$ cat src/rtl/aes_pkg.sv
// Shared AES datapath types and widths.
package aes_pkg;

  localparam int unsigned AES_BLOCK_W = 128;
  localparam int unsigned AES_STATE_W = 5;

  typedef logic [AES_BLOCK_W-1:0] aes_block_t;

endpackage

$ cat src/rtl/aes_block_fifo_if.sv
// Bus-side write and pipeline-side read handshake of the AES input FIFO.
// Optional overflow signals exist only with AES_FIFO_OVERFLOW_DETECT_EN.
interface aes_block_fifo_if
  import aes_pkg::*;
#(
  parameter int unsigned DEPTH = 8,
  parameter int unsigned WIDTH = AES_BLOCK_W
);
  localparam int unsigned CNT_W = $clog2(DEPTH) + 1;

  logic             i_wr_en;
  logic [WIDTH-1:0] i_wr_data;
  logic             o_full;
  logic             o_empty;
  logic [CNT_W-1:0] o_count;
  logic             i_slot_free;
  logic             o_read_fifo;
  logic [WIDTH-1:0] o_fifo_data;
`ifdef AES_FIFO_OVERFLOW_DETECT_EN
  logic             o_overflow;
  logic             i_clear_err;
`endif

  modport master (
    output i_wr_en, i_wr_data, i_slot_free,
`ifdef AES_FIFO_OVERFLOW_DETECT_EN
    output i_clear_err,
    input  o_overflow,
`endif
    input  o_full, o_empty, o_count, o_read_fifo, o_fifo_data
  );

  modport slave (
    input  i_wr_en, i_wr_data, i_slot_free,
`ifdef AES_FIFO_OVERFLOW_DETECT_EN
    input  i_clear_err,
    output o_overflow,
`endif
    output o_full, o_empty, o_count, o_read_fifo, o_fifo_data
  );

endinterface

$ cat src/rtl/aes_fifo_ptr.sv
// Read/write pointer and occupancy tracking for the AES block FIFO.
module aes_fifo_ptr #(
  parameter int unsigned DEPTH = 8
) (
  input  logic                       i_clk,
  input  logic                       i_rst,
  input  logic                       push,
  input  logic                       pop,
  output logic [$clog2(DEPTH)-1:0]   rd_ptr,
  output logic [$clog2(DEPTH)-1:0]   wr_ptr,
  output logic [$clog2(DEPTH):0]     count,
  output logic                       full,
  output logic                       empty
);
  localparam int unsigned PTR_W = $clog2(DEPTH);
  localparam int unsigned CNT_W = PTR_W + 1;

  // Pointers wrap naturally since DEPTH is a power of two.
  always_ff @(posedge i_clk or posedge i_rst) begin
    if (i_rst) begin
      rd_ptr <= '0;
      wr_ptr <= '0;
      count  <= '0;
    end else begin
      if (push) wr_ptr <= wr_ptr + PTR_W'(1);
      if (pop)  rd_ptr <= rd_ptr + PTR_W'(1);
      case ({push, pop})
        2'b10:   count <= count + CNT_W'(1);
        2'b01:   count <= count - CNT_W'(1);
        default: count <= count;
      endcase
    end
  end

  assign full  = (count == CNT_W'(DEPTH));
  assign empty = (count == '0);

endmodule

$ cat src/rtl/aes_block_fifo.sv
// First-word-fall-through input buffer feeding data block select in the AES round pipeline.
// Optional sticky overflow flag enabled by AES_FIFO_OVERFLOW_DETECT_EN.
module aes_block_fifo
  import aes_pkg::*;
#(
  parameter int unsigned DEPTH = 8,
  parameter int unsigned WIDTH = AES_BLOCK_W
) (
  input logic              i_clk,
  input logic              i_rst,
  aes_block_fifo_if.slave  bus
);
  localparam int unsigned PTR_W = $clog2(DEPTH);
  localparam int unsigned CNT_W = PTR_W + 1;

  logic [WIDTH-1:0] mem [DEPTH];
  logic [PTR_W-1:0] rd_ptr;
  logic [PTR_W-1:0] wr_ptr;
  logic [CNT_W-1:0] count;
  logic             full;
  logic             empty;
  logic             push;
  logic             pop;

  // A full FIFO still accepts a write when the head leaves in the same cycle.
  assign pop  = bus.i_slot_free & ~empty;
  assign push = bus.i_wr_en & (~full | pop);

  aes_fifo_ptr #(.DEPTH(DEPTH)) u_ptr (
    .i_clk  (i_clk),
    .i_rst  (i_rst),
    .push   (push),
    .pop    (pop),
    .rd_ptr (rd_ptr),
    .wr_ptr (wr_ptr),
    .count  (count),
    .full   (full),
    .empty  (empty)
  );

  // Storage is intentionally not reset; contents are don't-care while empty.
  always_ff @(posedge i_clk) begin
    if (push) mem[wr_ptr] <= bus.i_wr_data;
  end

  assign bus.o_read_fifo = pop;
  assign bus.o_fifo_data = mem[rd_ptr];
  assign bus.o_full      = full;
  assign bus.o_empty     = empty;
  assign bus.o_count     = count;

`ifdef AES_FIFO_OVERFLOW_DETECT_EN
  // Set has priority over clear so a drop in the clearing cycle is not lost.
  always_ff @(posedge i_clk or posedge i_rst) begin
    if (i_rst)                               bus.o_overflow <= 1'b0;
    else if (bus.i_wr_en && full && !pop)    bus.o_overflow <= 1'b1;
    else if (bus.i_clear_err)                bus.o_overflow <= 1'b0;
  end
`endif

endmodule

$ cat src/flat_wrapper.sv
// flat-port wrapper written by rule: the top's interface ports become plain ports
module aes_block_fifo_flat import aes_pkg::*;
#(
  parameter int unsigned DEPTH = 8,
  parameter int unsigned WIDTH = AES_BLOCK_W
)
  (i_clk, i_rst, bus_i_wr_en, bus_i_wr_data, bus_i_slot_free, bus_o_full, bus_o_empty, bus_o_count, bus_o_read_fifo, bus_o_fifo_data);
  aes_block_fifo_if #(.DEPTH(DEPTH), .WIDTH(WIDTH)) bus_i ();
  input logic i_clk;
  input logic i_rst;
  input wire logic [$bits(bus_i.i_wr_en)-1:0] bus_i_wr_en;
  input wire logic [$bits(bus_i.i_wr_data)-1:0] bus_i_wr_data;
  input wire logic [$bits(bus_i.i_slot_free)-1:0] bus_i_slot_free;
  output wire logic [$bits(bus_i.o_full)-1:0] bus_o_full;
  output wire logic [$bits(bus_i.o_empty)-1:0] bus_o_empty;
  output wire logic [$bits(bus_i.o_count)-1:0] bus_o_count;
  output wire logic [$bits(bus_i.o_read_fifo)-1:0] bus_o_read_fifo;
  output wire logic [$bits(bus_i.o_fifo_data)-1:0] bus_o_fifo_data;
  assign bus_i.i_wr_en = bus_i_wr_en;
  assign bus_i.i_wr_data = bus_i_wr_data;
  assign bus_i.i_slot_free = bus_i_slot_free;
  assign bus_o_full = bus_i.o_full;
  assign bus_o_empty = bus_i.o_empty;
  assign bus_o_count = bus_i.o_count;
  assign bus_o_read_fifo = bus_i.o_read_fifo;
  assign bus_o_fifo_data = bus_i.o_fifo_data;
  aes_block_fifo #(.DEPTH(DEPTH), .WIDTH(WIDTH)) u_core (.i_clk(i_clk), .i_rst(i_rst), .bus(bus_i));
endmodule
$ cat config.mk
export PLATFORM = sky130hd
export DESIGN_NAME = aes_block_fifo_flat
export DESIGN_NICKNAME = d
export VERILOG_FILES = /design/src/rtl/aes_pkg.sv /design/src/rtl/aes_block_fifo_if.sv /design/src/rtl/aes_fifo_ptr.sv /design/src/rtl/aes_block_fifo.sv /design/src/flat_wrapper.sv
export SDC_FILE = /design/constraint.sdc
export NUM_CORES = 1
export LEC_CHECK = 0
export CORE_MARGIN = 2
export CORE_UTILIZATION = 60
export DETAILED_ROUTE_END_ITERATION = 7
export PLACE_DENSITY = 0.81
export SLEW_MARGIN = 0
export SYNTH_ARGS = -nofsm -noshare
export SYNTH_HDL_FRONTEND = slang
export SYNTH_SLANG_ARGS = --single-unit
$ cat constraint.sdc
create_clock -name i_clk -period 24.1 [get_ports i_clk]
set_input_delay 3.615 -clock i_clk [delete_from_list [all_inputs] [get_ports i_clk]]
set_output_delay 3.615 -clock i_clk [all_outputs]
set_load 0.01 [all_outputs]
== Yosys cells after proc, flatten, opt, wreduce, memory -nomap -nowiden ==
Memories as Yosys holds them, arrays and structs flattened.
Index checks and enable logic that the tools add are counted.
Word-level totals
  logic and storage cells: 21
  memories kept: 1
  input port bits: 132
  output and inout bits: 135
  flip-flop bits (word level): 10
  bits in writable memories: 1024
Memories
  u_core.mem: depth 8, width 128, rd ports 1, clocked after Yosys merged registers in 0, wr ports 1, RTL line aes_block_fifo.sv:16  | logic [WIDTH-1:0] mem [DEPTH];
Cells by class
  reduce and logical (&&, ||, !) cells: 2
  mux-type cells: 3
  bitwise logic cells: 5
  equal/unequal tests: 3
  $add $sub $neg: 4
Operator list (number)
  4-bit case mux with 2 select lines: 1
  3-bit by 1-bit adder with 3-bit output (second input constant): 2
  4-bit by 1-bit adder with 4-bit output (second input constant): 1
  4-bit equality test (second input constant): 1
  4-bit zero test: 1
  4-bit by 1-bit subtractor with 4-bit output (second input constant): 1
  1-bit AND: 2
  2-bit by 1-bit equality test with 1-bit output (second input constant): 1
  2-bit equality test (second input constant): 1
  1-bit 2-to-1 mux: 2
  1-bit NOT: 2
  2-bit nonzero test: 1
  1-bit bitwise OR: 1

== Longest topological paths before layout ==
Gate-level depths: netlist (run 1).
  depth in word-level cells: 7
  mapped depth: 7
  gate-level depth less buffers: 7

== Hierarchy ==
A second synthesis (run 1) with hierarchy kept.
Second synthesis, totals
  cell total of the unflattened synthesis: 1540
  area, all modules: 39581.7 µm²
By module, submodules not included
  aes_block_fifo: times used 1, area each 39060.0 µm², sequential area each 30749.5 µm², cells each 1498
  aes_fifo_ptr: times used 1, area each 521.8 µm², sequential area each 250.2 µm², cells each 42

== Worst setup path after synthesis (run 1) ==
No wires, ideal clock.
  path kind: input to register
  start point: in bus_i_slot_free
  end point: mem u_core.mem[1][0] (netlist bit) (enable)
  buffers on the path: 0
  setup slack: 6368 ps
  stages: 2
  data arrival time: 16758 ps
  required time: 23126 ps
  setup time: 974 ps
  cell sequence: o21ai_4 nor4b_1
Between the ends
  longest elaborated chain between the ends: 5
RTL lines
  start, declared: RTL line flat_wrapper.sv:13  | input wire logic [$bits(bus_i.i_slot_free)-1:0] bus_i_slot_free;
  1-bit AND: RTL line aes_block_fifo.sv:26  | assign pop = bus.i_slot_free & ~empty;
  1-bit bitwise OR: RTL line aes_block_fifo.sv:27  | assign push = bus.i_wr_en & (~full | pop);
  1-bit AND: RTL line aes_block_fifo.sv:27
  1-bit 2-to-1 mux: RTL line aes_block_fifo.sv:43  | if (push) mem[wr_ptr] <= bus.i_wr_data;
  1-bit 2-to-1 mux (implied by the code): RTL line aes_block_fifo.sv:43
  end, declared: RTL line aes_block_fifo.sv:16
Every way passes these cells.

== Final worst setup path (run 1) ==
  start point: in bus_i_slot_free
  end point: out bus_o_read_fifo
Between the ends
  longest elaborated chain between the ends: 1
RTL lines
  1-bit AND: RTL line aes_block_fifo.sv:26
  end, declared: RTL line flat_wrapper.sv:17  | output wire logic [$bits(bus_i.o_read_fifo)-1:0] bus_o_read_fifo;
Every way passes these cells.

==> results.py, run 1 <==
metrics = {
    "synth": {
        "synth_nets": 1684,
        "seq_area_frac_synth_pct": 79.29,
        "netlist-cell-type-count": 32,
        "yosysWarningCount": 0,
        "yosys_register_bits": 1034,
        "syn_area_mm2": 0.03910,
        "postSynthCellCount": 1546,
        "synth_area_per_cell_um2": 25.29,
    },
    "placed_design": {
        "placement.io_buffers": 266,
        "gp_congestion": 0.7274,
        "detailedPlace.worstSlack_ns": 15.41,
        "hpwl_mm": 38.45,
    },
    "detailed_routing": {
        "initial_drc_count": 1471,
        "detailroute.via_count": 17280,
        "drt-total-wl_mm": 76.74,
        "ant_nets": 0,
        "drcViolationCount": 0,
        "wl_per_cell_um": 27.31,
        "detail_route.vias_per_cell": 6.149,
        "drt_first_pass_iters": 5,
    },
    "run_status": {
        "status": "finished clean",
    },
    "floorplan": {
        "starting_utilization_of_the_core_area_pct": 60.65,
        "standard_cell_rows": 93,
        "core-area_mm2": 0.06446,
        "die_span_y_um": 259.3,
        "chipWidth_um": 259.3,
        "die_area_mm2": 0.06722,
        "ioPinCount": 267,
    },
    "grt": {
        "overall_overflow_remaining_after_global_route": 0,
        "use_met1_pct": 32.17,
        "grt_start_max_net_pins": 129,
        "groute.usage.overall_pct": 23.24,
        "grt_antenna_before_repair": 7,
        "use_met3_pct": 4.501,
        "use_met2_pct": 38.60,
        "grt_first_pass_wirelength_mm": 114.6,
        "gr-max-usage-layer": "met2",
        "vias_in_the_first_global_route": 18430,
    },
    "cells_and_area": {
        "mostFrequentLayoutCells": "sky130_fd_sc_hd__edfxtp_1, sky130_fd_sc_hd__clkdlybuf4s50_1, sky130_fd_sc_hd__mux4_2",
        "finish.net_count": 2007,
        "layout_commonest_cell": "sky130_fd_sc_hd__edfxtp_1",
        "final_layout_size_suffix_gt1_share_pct": 28.95,
        "antennaDiodeCount": 0,
        "areaGrowthSynthToFinish_pct": 17.46,
    },
    "clock_network": {
        "clock_sinks": 1034,
        "tritoncts": "yes",
        "cts-resized-gates": 0,
        "cts_setup_buffers": 0,
        "cts.clk_slew.worst_paths_ns": 0.06,
        "number_of_buffers_created_by_cts": 101,
        "h-tree-depth": 3,
        "cts_hold_buffers": 0,
        "cts_root_buffer": "sky130_fd_sc_hd__clkbuf_16",
        "clkLatencyLatePin_ns": 0.65,
        "cts.path.max_buffers": 3,
    },
    "worst_setup_path": {
        "setup.reg_to_reg.worst_slack_ns": 20.94,
        "crit_path_start": "bus_i_slot_free",
        "critPathRequiredTime_ns": 20.48,
        "crit_arrival_ns": 5.08,
        "crit_end": "bus_o_read_fifo",
        "crit_path_start_kind": "primary input",
        "timing.rr.end": "u_core.u_ptr.count[3]",
        "critical_path_class": "primary input to primary output",
        "end_kind": "primary output",
        "reg2reg_depth": 7,
        "crit-reg2reg-launch": "u_core.u_ptr.count[0]",
        "crit_path_max_fanout": 4,
    },
    "sta": {
        "summed_negative_setup_slack_over_all_endpoints_ns": 0,
        "final_period_utilization_pct": 36.10,
        "max_freq_mhz": 114.9,
        "report.final.slew_viol_count": 0,
        "worst_clock_skew_ns": 0.01381,
        "final_period_minus_worst_setup_slack_ns": 8.700,
        "max_slew.worst_pin.slew_ns": 1.126,
        "fin_ws_ns": 15.40,
        "timing_hold_violations_final": 0,
        "rsz0062_at_grt": "no",
        "maxSlewHeadroom_pct": 24.92,
        "count_of_final_setup_violators": 0,
    },
    "pwr": {
        "power_density_relative_to_cell_area_mw_per_mm2": 123.3,
        "vdd_drop_max_mv": 0.1071,
        "p_leak_nw": 14.46,
    },
    "job": {
        "drv_cap": 0,
    },
    "hold_path": {
        "hp-class": "flip-flop to flip-flop",
    },
}
[cells by family after synthesis]
family / share of synthesized area [%]
AO/OA/AOI/OAI: 0.2112
XOR/XNOR: 0.1344
adder cells (fa/ha/maj): 0.2112
buffers and inverters: 1.293
flip-flops: 79.29
multiplexers: 18.52
AND/OR/NAND/NOR: 0.3424
[how the worst min path moves through the flow]
stage                           start                endpoint  cells past startpoint
6_report        u_core.u_ptr.count[2]   u_core.u_ptr.count[2]                      2
3_5_place_dp    u_core.u_ptr.count[2]   u_core.u_ptr.count[2]                      2
4_1_cts         u_core.u_ptr.count[2]   u_core.u_ptr.count[2]                      2
5_1_grt         u_core.u_ptr.count[2]   u_core.u_ptr.count[2]                      2
3_3_place_gp    u_core.u_ptr.count[2]   u_core.u_ptr.count[2]                      2
2_1_floorplan  u_core.u_ptr.wr_ptr[2]  u_core.u_ptr.wr_ptr[2]                      1
[synthesized netlist by cell type]
| cell type | count | area share (%) |
|---|---|---|
| sky130_fd_sc_hd__edfxtp_1 | 1024 | 79 |
| sky130_fd_sc_hd__mux4_2 | 256 | 15 |
| sky130_fd_sc_hd__mux2_2 | 130 | 3.7 |
| sky130_fd_sc_hd__buf_6 | 26 | 0.75 |
| sky130_fd_sc_hd__clkbuf_1 | 24 | 0.23 |
| sky130_fd_sc_hd__buf_1 | 15 | 0.14 |
| sky130_fd_sc_hd__dfrtp_1 | 10 | 0.64 |
| sky130_fd_sc_hd__buf_2 | 8 | 0.10 |
| sky130_fd_sc_hd__inv_1 | 7 | 0.067 |
| sky130_fd_sc_hd__nand2_1 | 6 | 0.058 |
| sky130_fd_sc_hd__ha_1 | 5 | 0.16 |
| sky130_fd_sc_hd__xnor2_1 | 5 | 0.11 |
| sky130_fd_sc_hd__nor2_1 | 3 | 0.029 |
| sky130_fd_sc_hd__nor3_1 | 3 | 0.038 |
| sky130_fd_sc_hd__nor3b_1 | 3 | 0.058 |
| sky130_fd_sc_hd__o211ai_1 | 3 | 0.058 |
| sky130_fd_sc_hd__a21oi_1 | 2 | 0.026 |
| sky130_fd_sc_hd__nor4_1 | 2 | 0.032 |
| sky130_fd_sc_hd__a2111o_1 | 1 | 0.029 |
| sky130_fd_sc_hd__fa_1 | 1 | 0.051 |
| sky130_fd_sc_hd__mux2i_1 | 1 | 0.026 |
| sky130_fd_sc_hd__nand2b_1 | 1 | 0.016 |
| sky130_fd_sc_hd__nand3_1 | 1 | 0.013 |
| sky130_fd_sc_hd__nand4_1 | 1 | 0.016 |
| sky130_fd_sc_hd__nor4b_1 | 1 | 0.022 |
| sky130_fd_sc_hd__o21ai_0 | 1 | 0.013 |
| sky130_fd_sc_hd__o21ai_4 | 1 | 0.042 |
| sky130_fd_sc_hd__o311ai_0 | 1 | 0.022 |
| sky130_fd_sc_hd__o41ai_1 | 1 | 0.022 |
| sky130_fd_sc_hd__or4b_2 | 1 | 0.026 |
| sky130_fd_sc_hd__or4b_4 | 1 | 0.035 |
| sky130_fd_sc_hd__xor2_1 | 1 | 0.022 |
[metrics by stage]
step           area [µm²]  utilization [%]  cells  power [mW]  hold slack [ns]
2_1_floorplan       39100                -   1546       3.551           0.5271
3_3_place_gp        42670            66.20   2621       4.145           0.6021
3_5_place_dp        42670            66.20   2621       4.186           0.6097
4_1_cts             45920            71.24   2810       5.729           0.6204
5_1_grt             45920            71.24   2810       5.884           0.6554
6_report            45920            71.24   2810       5.664           0.6255
[report_power, final]
group | internal, mW | leakage, nW | switching [mW]
logic | 0.949 | 3.46 | 0.828
registers | 2.26 | 9.41 | 0.105
clock network | 0.888 | 1.59 | 0.637
[critical path, cell delays in order]
cell and delay [ns]:
sky130_fd_sc_hd__clkdlybuf4s50_1 0.57, sky130_fd_sc_hd__o41ai_1 0.18, sky130_fd_sc_hd__inv_1 0.16, sky130_fd_sc_hd__clkdlybuf4s50_1 0.56
[state kept, by name (all words and copies together) (netlist names)]
register and flops:
u_core.u_ptr.rd_ptr 3, u_core.u_ptr.wr_ptr 3, u_core.u_ptr.count 4, u_core.mem 1024
[area by class of cell]
| type | count | area, µm² |
|---|---|---|
| Clock buffer | 129 | 2739 |
| Sequential cell | 1034 | 31010 |
| Fill cell | 3607 | 18540 |
| Timing Repair Buffer | 293 | 2928 |
| Clock inverter | 60 | 511.7 |
| Tap cell | 855 | 1070 |
| Multi-Input combinational cell | 432 | 7639 |
| Inverter | 7 | 26.28 |
[metal layers]
metal  routed length [µm]  part of all wire [%]  up-vias
met5                   92                  0.12        -
met2                39340                    51      645
met1                30720                    40     9202
met4                 1436                   1.9       14
li1                     -                     -     7315
met3                 5147                   6.7      104
Power figures use the tool's default switching activity.
==> inputs of run 2 (changes only) <==
--- a/config.mk
+++ b/config.mk
@@ -6,9 +6,9 @@
 export NUM_CORES = 1
 export LEC_CHECK = 0
 export CORE_MARGIN = 2
-export CORE_UTILIZATION = 60
+export CORE_UTILIZATION = 59
 export DETAILED_ROUTE_END_ITERATION = 7
-export PLACE_DENSITY = 0.81
+export PLACE_DENSITY = 0.8
 export SLEW_MARGIN = 0
 export SYNTH_ARGS = -nofsm -noshare
 export SYNTH_HDL_FRONTEND = slang
==> constraint.sdc (replaced) <==
create_clock -name i_clk -period 8.3 [get_ports i_clk]
set_input_delay 1.245 -clock i_clk [delete_from_list [all_inputs] [get_ports i_clk]]
set_output_delay 1.245 -clock i_clk [all_outputs]
set_load 0.01 [all_outputs]
==> results.py, run 2 (synthesis results as in run 1) <==
metrics = {
    "floorplan": {
        "standard_cell_rows": 94,
        "core-area_mm2": 0.06563,
        "chipWidth_um": 261.4,
        "die_area_mm2": 0.06834,
        "die_span_y_um": 261.4,
        "ioPinCount": 267,
        "starting_utilization_of_the_core_area_pct": 59.57,
    },
    "clock_network": {
        "tritoncts": "yes",
        "cts-resized-gates": 0,
        "clock_sinks": 1034,
        "cts_hold_buffers": 0,
        "cts_setup_buffers": 0,
        "cts_root_buffer": "sky130_fd_sc_hd__clkbuf_16",
        "cts.path.max_buffers": 3,
        "h-tree-depth": 3,
        "cts.clk_slew.worst_paths_ns": 0.06,
        "clkLatencyLatePin_ns": 0.65,
        "number_of_buffers_created_by_cts": 98,
    },
    "sta": {
        "max_freq_mhz": 200.3,
        "maxSlewHeadroom_pct": 24.67,
        "max_slew.worst_pin.slew_ns": 1.130,
        "report.final.slew_viol_count": 0,
        "rsz0062_at_grt": "no",
        "timing.hold.ws_ns": 0.6202,
        "worst_clock_skew_ns": 0.02017,
        "timing_hold_violations_final": 0,
        "count_of_final_setup_violators": 0,
        "final_period_minus_worst_setup_slack_ns": 4.992,
        "final_period_utilization_pct": 60.15,
    },
    "job": {
        "drv_cap": 0,
    },
    "run_status": {
        "status": "finished clean",
    },
    "cells_and_area": {
        "largest_register_ffs": 1024,
        "areaGrowthSynthToFinish_pct": 17.25,
        "layout_commonest_cell": "sky130_fd_sc_hd__edfxtp_1",
        "finish.net_count": 1998,
        "final_layout_size_suffix_gt1_share_pct": 29.08,
        "filler_cell_count": 3684,
        "multiInputGateArea_mm2": 0.007669,
        "max_flop_register": "u_core.mem",
        "mostFrequentLayoutCells": "sky130_fd_sc_hd__edfxtp_1, sky130_fd_sc_hd__clkdlybuf4s50_1, sky130_fd_sc_hd__mux4_2",
        "finish.cell_count_without_fillers": 2808,
        "layout.area.seq_mm2": 0.03101,
        "biggestRegsByFlops": "u_core.mem x1024, u_core.u_ptr.count x4",
    },
    "placed_design": {
        "numPlacedInstances": 2624,
        "hpwl_mm": 37.27,
        "placement.io_buffers": 266,
        "gp_congestion": 0.7107,
    },
    "worst_setup_path": {
        "critPathRequiredTime_ns": 7.05,
        "critical_path_class": "flip-flop to primary output",
        "crit_arrival_ns": 3.75,
        "crit_path_start_kind": "flip-flop",
        "timing.critical_path.cells": "buf_4 > mux4_2 > mux2_2 > clkdlybuf4s50_1",
        "crit_path_max_fanout": 48,
        "cpPeakStageDelay_ns": 0.83,
        "timing.critical_path.slowest_stage_cell": "sky130_fd_sc_hd__buf_4",
        "end_kind": "primary output",
    },
    "detailed_routing": {
        "detail_route.vias_per_cell": 6.142,
        "detailroute.via_count": 17250,
        "drt_first_pass_iters": 5,
        "drcViolationCount": 0,
        "ant_nets": 0,
        "wl_per_cell_um": 27.16,
        "drt-total-wl_mm": 76.27,
        "initial_drc_count": 1478,
    },
    "pwr": {
        "power_density_relative_to_cell_area_mw_per_mm2": 356.0,
        "vdd_drop_max_mv": 0.3406,
        "p_leak_nw": 14.41,
    },
    "grt": {
        "grt_antenna_before_repair": 12,
        "vias_in_the_first_global_route": 18330,
        "groute.usage.overall_pct": 22.72,
        "grt_start_max_net_pins": 155,
        "overall_overflow_remaining_after_global_route": 0,
        "grt_first_pass_wirelength_mm": 113.6,
    },
    "hold_path": {
        "hp-class": "flip-flop to flip-flop",
    },
}
==> run 2: layer usage <==
metal  vias to the layer above  GRT usage (%)  share of wire [%]
met2                       627          37.74                 51
met1                      9160          30.65                 39
li1                       7306              -                  -
met4                        24          6.834                2.1
met3                       129          5.139                7.2
met5                         -              0               0.20
==> run 2: cell type report <==
class / count / share of cell area [%]
Sequential cell: 1034 / 67.65
Multi-Input combinational cell: 432 / 16.73
Timing Repair Buffer: 287 / 6.398
Clock buffer: 118 / 5.604
Tap cell: 864 / 2.358
Clock inverter: 65 / 1.196
Inverter: 7 / 0.05732
Antenna cell: 1 / 0.005459
==> run 2: path summary, 6_finish.rpt <==
kind / startpoint / to / slack (ns) / depth (start not counted)
worst max-delay path: u_core.u_ptr.rd_ptr[0] / bus_o_fifo_data[37] / 3.31 / 4
min in group asynchronous: i_rst / u_core.u_ptr.rd_ptr[2] / 0.88 / 2
worst min register to register: u_core.u_ptr.count[2] / u_core.u_ptr.count[2] / 0.62 / 2
worst max register to register: u_core.u_ptr.count[0] / u_core.u_ptr.count[3] / 5.04 / 7
worst min-delay path: u_core.u_ptr.count[2] / u_core.u_ptr.count[2] / 0.62 / 2
max in group asynchronous: i_rst / u_core.u_ptr.rd_ptr[1] / 7.09 / 2
==> run 2: power by group <==
part | leakage, nW | total, mW | internal (mW) | switching, mW
Combinational | 3.46 | 5.16 | 2.77 | 2.39
Sequential | 9.41 | 6.86 | 6.55 | 0.313
Clock | 1.54 | 4.30 | 2.46 | 1.84
Total | 14.4 | 16.3 | 11.8 | 4.54
==> run 2: critical path, delay by kind of cell (launching register included) <==
kind                   cells  cell delay (ns)
buffers and inverters      2             1.37
muxes                      2             0.87
DFF                        1             0.80
==> run 2: stage by stage <==
step           power [mW]  util (%)  area [µm²]  setup TNS (ns)  worst slack, ns
3_5_place_dp        12.17     65.09       42720               0            3.900
3_3_place_gp        12.05     65.09       42720               0            3.941
5_1_grt             16.97     69.84       45840               0            3.073
4_1_cts             16.51     69.84       45840               0            3.195
6_report            16.32     69.85       45840               0            3.308
2_1_floorplan       10.24         -       39120         -797.61           -2.511
